==> src/rtl/dds_phase_acc_pkg.sv <==
// Shared definitions for the DDS phase accumulator slice.
// Holds the default widths, the FTW byte-loader state type and a helper
// that derives the number of bytes per frequency tuning word.
package dds_phase_acc_pkg;

    localparam int unsigned DEF_ACC_W  = 24;
    localparam int unsigned DEF_ADDR_W = 8;

    typedef enum logic {
        IDLE     = 1'b0,
        ASSEMBLE = 1'b1
    } loader_state_t;

    // Number of 8-bit bytes that make up one tuning word.
    function automatic int unsigned ftw_byte_count(input int unsigned acc_w);
        return acc_w / 8;
    endfunction

endpackage

==> src/rtl/dds_phase_acc_ftw_byte_loader.sv <==
// FTW byte loader: assembles a tuning word from bytes sent MSB byte first.
// Ports:
//   clk, rst_n   - clock, asynchronous active-low reset
//   byte_in      - FTW byte
//   byte_valid   - byte_in valid this cycle
//   byte_first   - qualifies byte_valid, marks the MSB byte of a new word
//   word_done    - combinational: this edge completes a word
//   word         - the completed word (valid while word_done is high)
//   load_err     - registered one-cycle pulse for a continuation byte
//                  received outside a frame
module dds_phase_acc_ftw_byte_loader
    import dds_phase_acc_pkg::*;
#(
    parameter int unsigned ACC_W = DEF_ACC_W
) (
    input  logic             clk,
    input  logic             rst_n,
    input  logic [7:0]       byte_in,
    input  logic             byte_valid,
    input  logic             byte_first,
    output logic             word_done,
    output logic [ACC_W-1:0] word,
    output logic             load_err
);

    localparam int unsigned N     = ftw_byte_count(ACC_W);
    // The count only ever holds 0..N-1; reaching N is the completion itself.
    localparam int unsigned CNT_W = (N > 1) ? $clog2(N) : 1;
    localparam logic [CNT_W-1:0] LAST_CNT = CNT_W'(N - 1);

    loader_state_t    state;
    logic [CNT_W-1:0] cnt;
    logic [ACC_W-1:0] asm_word;

    // The merged word is produced combinationally so the top can capture a
    // completed word on the same edge as the last byte arrives.
    always_comb begin
        word      = asm_word;
        word_done = 1'b0;
        if (byte_valid) begin
            if (byte_first) begin
                word                 = '0;
                word[ACC_W-1 -: 8]   = byte_in;
                word_done            = (N == 1);
            end else if (state == ASSEMBLE) begin
                for (int unsigned i = 1; i < N; i++) begin
                    if (cnt == CNT_W'(i)) begin
                        word[ACC_W-1-8*i -: 8] = byte_in;
                    end
                end
                word_done = (cnt == LAST_CNT);
            end
        end
    end

    always_ff @(posedge clk or negedge rst_n) begin
        if (!rst_n) begin
            state    <= IDLE;
            cnt      <= '0;
            asm_word <= '0;
            load_err <= 1'b0;
        end else begin
            load_err <= 1'b0;
            if (byte_valid) begin
                if (byte_first || state == ASSEMBLE) begin
                    asm_word <= word;
                    if (word_done) begin
                        state <= IDLE;
                        cnt   <= '0;
                    end else begin
                        state <= ASSEMBLE;
                        cnt   <= byte_first ? CNT_W'(1) : cnt + 1'b1;
                    end
                end else begin
                    load_err <= 1'b1;
                end
            end
        end
    end

endmodule

==> src/rtl/dds_phase_acc.sv <==
// DDS phase accumulator (NCO) driving the waveform LUT address.
// A tuning word is loaded over a byte interface and applied only at a
// phase wrap, on phase_clr, or while the accumulator is idle (ena=0).
// Ports:
//   clk, rst_n   - clock, asynchronous active-low reset
//   ena          - advance enable; phase holds when low
//   phase_clr    - synchronous phase reset (wins over ena, never wraps)
//   byte_in, byte_valid, byte_first - FTW byte interface, MSB byte first
//   phase_addr   - LUT address, top ADDR_W bits of the accumulator
//   wrap_pulse   - one-cycle pulse after an accumulator carry-out
//   ftw_pending  - a complete FTW is waiting to be applied
//   load_err     - one-cycle pulse for an out-of-frame continuation byte
module dds_phase_acc
    import dds_phase_acc_pkg::*;
#(
    parameter int unsigned      ACC_W       = DEF_ACC_W,
    parameter int unsigned      ADDR_W      = DEF_ADDR_W,
    parameter logic [ACC_W-1:0] DEFAULT_FTW = ACC_W'(256)
) (
    input  logic              clk,
    input  logic              rst_n,
    input  logic              ena,
    input  logic              phase_clr,
    input  logic [7:0]        byte_in,
    input  logic              byte_valid,
    input  logic              byte_first,
    output logic [ADDR_W-1:0] phase_addr,
    output logic              wrap_pulse,
    output logic              ftw_pending,
    output logic              load_err
);

    logic [ACC_W-1:0] acc;
    logic [ACC_W-1:0] ftw;
    logic [ACC_W-1:0] pend_word;
    logic [ACC_W:0]   sum;
    logic             carry;
    logic             apply;
    logic             word_done;
    logic [ACC_W-1:0] word;

    dds_phase_acc_ftw_byte_loader #(
        .ACC_W (ACC_W)
    ) u_loader (
        .clk        (clk),
        .rst_n      (rst_n),
        .byte_in    (byte_in),
        .byte_valid (byte_valid),
        .byte_first (byte_first),
        .word_done  (word_done),
        .word       (word),
        .load_err   (load_err)
    );

    assign sum   = {1'b0, acc} + {1'b0, ftw};
    // A carry only counts when the accumulator actually advances.
    assign carry = ena && !phase_clr && sum[ACC_W];
    assign apply = ftw_pending && (carry || phase_clr || !ena);

    assign phase_addr = acc[ACC_W-1 -: ADDR_W];

    always_ff @(posedge clk or negedge rst_n) begin
        if (!rst_n) begin
            acc         <= '0;
            ftw         <= DEFAULT_FTW;
            pend_word   <= '0;
            ftw_pending <= 1'b0;
            wrap_pulse  <= 1'b0;
        end else begin
            if (phase_clr) begin
                acc <= '0;
            end else if (ena) begin
                acc <= sum[ACC_W-1:0];
            end
            wrap_pulse <= carry;

            // Apply reads the old pend_word, so a word completing on this
            // same edge stays pending for the next apply opportunity.
            if (apply) begin
                ftw <= pend_word;
            end
            if (word_done) begin
                pend_word   <= word;
                ftw_pending <= 1'b1;
            end else if (apply) begin
                ftw_pending <= 1'b0;
            end
        end
    end

endmodule

==> config.mk <==
export PLATFORM = sky130hd
export DESIGN_NAME = dds_phase_acc
export DESIGN_NICKNAME = d
export VERILOG_FILES = /design/src/rtl/dds_phase_acc_pkg.sv /design/src/rtl/dds_phase_acc_ftw_byte_loader.sv /design/src/rtl/dds_phase_acc.sv
export SDC_FILE = /design/constraint.sdc
export NUM_CORES = 1
export LEC_CHECK = 0
export CORE_ASPECT_RATIO = 1.75
export CORE_MARGIN = 3
export CORE_UTILIZATION = 40
export CTS_CLUSTER_DIAMETER = 200
export DETAILED_ROUTE_END_ITERATION = 8
export GPL_TIMING_DRIVEN = 0
export SLEW_MARGIN = 40
export SYNTH_ARGS = -nofsm -noshare
export SYNTH_HDL_FRONTEND = slang
export SYNTH_HIERARCHICAL = 1
export SYNTH_SLANG_ARGS = --single-unit
==> constraint.sdc <==
create_clock -name clk -period 5.4 [get_ports clk]
set_input_delay 0.54 -clock clk [delete_from_list [all_inputs] [get_ports clk]]
set_output_delay 0.54 -clock clk [all_outputs]
set_load 0.05 [all_outputs]
* Yosys cells after proc, flatten, opt, wreduce, memory -nomap -nowiden
Cells that the tools add are included.
** Word-level totals
- Register bits :: 102
- Input bits :: 14
** Cells by class
- Add/subtract/negate cells :: 2
- Equal/unequal tests :: 2
- Multiplexer cells :: 18
- Reduce and logical (&&, ||, !) cells :: 11
** Operators with widths (count)
- $mux 24 :: 3
- $mux 16 :: 2
- $add 24x24->25 :: 1
- $mux 8 :: 3
- $mux 1 :: 8
- $mux 2 :: 2
- $reduce_bool 2->1 :: 2
- $logic_and 1x1->1 :: 3
- $logic_or 1x1->1 :: 3
- $add 2x1->2 const B :: 1
- $eq 2x1->1 const B :: 1
- $eq 2x2->1 const B :: 1
- $logic_not 1->1 :: 2
- $reduce_and 2->1 :: 1

* Depth between registers and ports, before layout
- Depth in word-level cells :: 8
- Depth in mapped cells :: 10

* By module
Netlist, hierarchy kept.
** Modules (own cells, without submodules)
- dds_phase_acc :: times used 1, cells an instance 385, area an instance 4234.1 µm², seq. area each 1853.0 µm²
- dds_phase_acc_ftw_byte_loader :: times used 1, cells an instance 160, area an instance 1744.2 µm², seq. area each 700.7 µm²

* Worst setup path before layout
No wires, ideal clock.
- Path type :: register to register
- From :: reg acc[0]
- To :: reg ftw[10]
- Setup time :: 0.125 ns
- Arrival time :: 2.310 ns
- Setup slack :: 2.965 ns
- Cell stages (with the launch flop) :: 11
- Cell sequence :: dfrtp_1 -> ha_1 -> inv_1 -> fa_1 -> nor2b_4 -> o31a_1 -> o211ai_2 -> a21oi_2 -> a31oi_4 -> buf_6 -> mux2_4
** Between the ends
- Word-level cells in the longest chain between the ends :: 5
** RTL lines
- start: declaration :: RTL line dds_phase_acc.sv:33 : logic [ACC_W-1:0] acc;
- start signal: assignment :: RTL line dds_phase_acc.sv:73 : acc <= sum[ACC_W-1:0];
- $add 24x24->25 :: RTL line dds_phase_acc.sv:55 : assign sum = {1'b0, acc} + {1'b0, ftw};
- $logic_and 1x1->1 :: RTL line dds_phase_acc.sv:57 : assign carry = ena && !phase_clr && sum[ACC_W];
- $logic_or 1x1->1 (2 in series) :: RTL line dds_phase_acc.sv:58 : assign apply = ftw_pending && (carry || phase_clr || !ena);
- $logic_and 1x1->1 :: RTL line dds_phase_acc.sv:58
- end signal: assignment :: RTL line dds_phase_acc.sv:80 : ftw <= pend_word;
- end: declaration :: RTL line dds_phase_acc.sv:34 : logic [ACC_W-1:0] ftw;
No other way between the ends.
A chain may end at the register's enable or synchronous reset.

* Worst setup path in the final report
- From :: reg acc[0]
- To :: reg ftw[9]
The elaborated chain is that of the path after synthesis.

==> results.sh <==
export IMPL_status="finished, final reports clean"
export IMPL_power_mw=2.76
export IMPL_cp_cell_sequence="ha_1, inv_1, fa_1, nor2b_4, o31a_1, o211ai_2, a21oi_2, a31oi_4, buf_6, mux2_4"
export IMPL_fill_cells=1363
export IMPL_crit_slowest_cell="dfrtp_1"
export IMPL_max_freq_mhz=354
export IMPL_postCtsHoldBufs=0
export IMPL_hold_path_class="input port to async pin"
export IMPL_route_final_wire_length_um=13400
export IMPL_port_buffers=23
export IMPL_synth_edf_count=0
export IMPL_yosysSeqAreaShare_pct=42.7
export IMPL_synth_seq_cells=102
export IMPL_antenna_cells=0
export IMPL_tns_ps=0
export IMPL_utilization_pct=46.6
export IMPL_cts_tree="built"
export IMPL_drc=0
export IMPL_dp_cells=749
export IMPL_cts_setup_buffers=0
export IMPL_antenna_found_initial=0
export IMPL_grt_use_total_pct=16.8
export IMPL_async_flop_share_pct=100
export IMPL_io_pin_count=25
export IMPL_syn_avg_cell_area_um2=11.0
export IMPL_path_buf_inv=2
export IMPL_rsz0062_at_grt="no"
export IMPL_drtAntennaViolNets=0
export IMPL_design_core_area_mm2=0.0145
export IMPL_hold_violations=0
export IMPL_leakagePower_nw=3.09
export IMPL_ff2ff_path_depth=10
export IMPL_via_per_inst=5.76
export IMPL_ys_warn_count=6
export IMPL_final_cell_mix="101 x dfrtp_1, 35 x nand2_1, 34 x nand2b_1, 34 x mux2_2, 34 x o221ai_1"
export IMPL_fin_cells=765
export IMPL_synthFlopType="dfrtp_1"
export IMPL_start_kind="flop"
export IMPL_ctsResizeCount=0
export IMPL_clk_pin_slew_ps=80
export IMPL_fin_crit_sh_pct=52.3
export IMPL_worstSetupPathType="flop to flop"
export IMPL_numClockSinks=102
export IMPL_grt_pass1_vias=4499
export IMPL_first_pass_iters=4
export IMPL_slew_headroom_pct=52.2
export IMPL_numCtsBuffers=9
export IMPL_place_gp_congestion=0.881
export IMPL_finalNetCount=622
export IMPL_place_hpwl_um=10400
export IMPL_grt_first_pass_wirelength_um=22200
export IMPL_clock_skew_ps=9.27
export IMPL_worst_setup_path_end_kind="flop"
export IMPL_critPathRequiredTime_ps=5630
export IMPL_die_width_um=98.4
export IMPL_wire_per_inst_um=17.6
export IMPL_netlist_instances=545
export IMPL_area_growth_pct=13.0
export IMPL_synth_area_mm2=0.00598
export IMPL_rrSetupSlack_ps=2570
export IMPL_cts_max_level=3
export IMPL_slowest_delay_ps=390
export IMPL_die_area_mm2=0.0165
export IMPL_power_density_mw_per_mm2=408
export IMPL_worst_pin_slew_ps=711
export IMPL_grt_max_degree=66
export IMPL_fin_crit_ps=2830
export IMPL_timing_critical_path_arrival_ps=3050
export IMPL_maxCapViolations=0
export IMPL_rows=58
export IMPL_path_delay_family="compound AO/OA/AOI/OAI gates"
export IMPL_ir_drop_uv=270
export IMPL_ys_types=66
export IMPL_die_h_um=168
export IMPL_regArea_mm2=0.00255
export IMPL_drt_iter0_drc=193
export IMPL_root_buffer="clkbuf_16"
export IMPL_final_common_cell="dfrtp_1"
export IMPL_drv_slew=0
export IMPL_num_vias=4410
export IMPL_grt_overflow=0
export IMPL_multi_input_area_mm2=0.00315
export IMPL_regToRegStartpoint="acc[0]$_DFFE_PN0P_"
export IMPL_start_util_pct=41.2
export IMPL_drive_gt1_share_pct=21.0
export IMPL_clk_latency_ps=340
export IMPL_setup_viol=0
export IMPL_cts_buffer_depth=2
export IMPL_timing_rr_end="ftw[9]$_DFFE_PN0P_"
export IMPL_cp_max_fo=10
export IMPL_synth_nets=587
synth_stat cells (all sizes together), types with 2 or more instances:
master  number  area share, %
nor2b        2           0.33
o21bai       3           0.38
mux2        64             14
xnor2        9            1.3
o221ai      34            5.0
mux2i        8            1.3
o31ai        4           0.50
nor3b        2           0.25
dfrtp      101             42
a21oi       28            2.4
nor2        22            1.4
o31a         2           0.29
o211ai       7           0.96
nand4       22            2.3
a221o        2           0.33
and3         4           0.42
buf         28            3.1
nor4         2           0.21
ha          27            5.7
a22o         2           0.29
o21ai       22            1.8
nand3        3           0.25
a21o         6           0.75
o21a         4           0.50
nand2b      34            3.6
a31oi        4           0.67
xor2         4           0.59
inv         11           0.69
nand2       37            2.4
nand3b       2           0.25
and2         3           0.31
clkbuf      12           0.77
a211oi       4           0.50
nor3         5           0.50
worst max path at each step:
stage,start,endpoint,slack [ps],depth (start not counted)
6_report,acc[0]$_DFFE_PN0P_,ftw[9]$_DFFE_PN0P_,2570,10
5_1_grt,acc[0]$_DFFE_PN0P_,ftw[11]$_DFFE_PN0P_,2410,10
4_1_cts,acc[0]$_DFFE_PN0P_,ftw[11]$_DFFE_PN0P_,2520,10
3_5_place_dp,byte_valid,pend_word[19]$_DFFE_PN0P_,2280,7
3_3_place_gp,rst_n,u_loader/asm_word[0]$_DFFE_PN0P_,-140,1
2_1_floorplan,acc[0]$_DFFE_PN0P_,ftw[10]$_DFFE_PN0P_,2960,10
layer usage:
| metal | share of wire, % | vias up | track usage (%) | wire [um] |
|---|---|---|---|---|
| met3 | 2.5 | 44 | 1.96 | 338 |
| met4 | 6.2 | 0 | 10.9 | 831 |
| met1 | 40 | 2162 | 19.0 | 5330 |
| met2 | 52 | 97 | 29.4 | 6940 |
| met5 | 0 | - | 0 | 0 |
| li1 | - | 2107 | - | - |
sequential cells by signal, summed over array words and instances (netlist names):
name and cells:
u_loader/asm_word 24, acc 24, pend_word 24, u_loader/load_err 1
u_loader/cnt 2, u_loader/state 1, ftw 24, ftw_pending 1
wrap_pulse 1
through the flow:
stage                     setup slack (ps)  hold slack (ps)  instance area, um2
after CTS                             2520             64.5                6760
final                                 2570             56.2                6760
after global placement                -142              473                6430
after global routing                  2410             77.8                6760
after floorplan                       2960              244                5980
after detailed placement              2280              440                6470
kinds of logic (layout without fill, tap and decap cells):
kind of cell,Yosys count,count (layout),synth area share (%)
xor gates and xnor gates,13,13,1.90
muxes,72,72,15.3
DFF,102,102,42.7
buffers and inverters,51,91,4.54
adders and majority gates,28,28,5.99
and+or+nand+nor,145,145,13.3
AOI/OAI and AO/OA,134,134,16.3
final cells by class:
class / count / area share [%]
Sequential cell: 102 / 37.8
Multi-Input combinational cell: 392 / 46.7
Tap cell: 180 / 3.33
Clock inverter: 7 / 0.963
Clock buffer: 9 / 3.33
Buffer: 40 / 3.41
Inverter: 11 / 0.611
Timing Repair Buffer: 24 / 3.89
power breakdown:
group / internal [mW] / switching [mW]
clock: 0.325 / 0.310
sequential: 0.995 / 0.148
combinational: 0.464 / 0.513
Power figures use the tool's default switching activity.
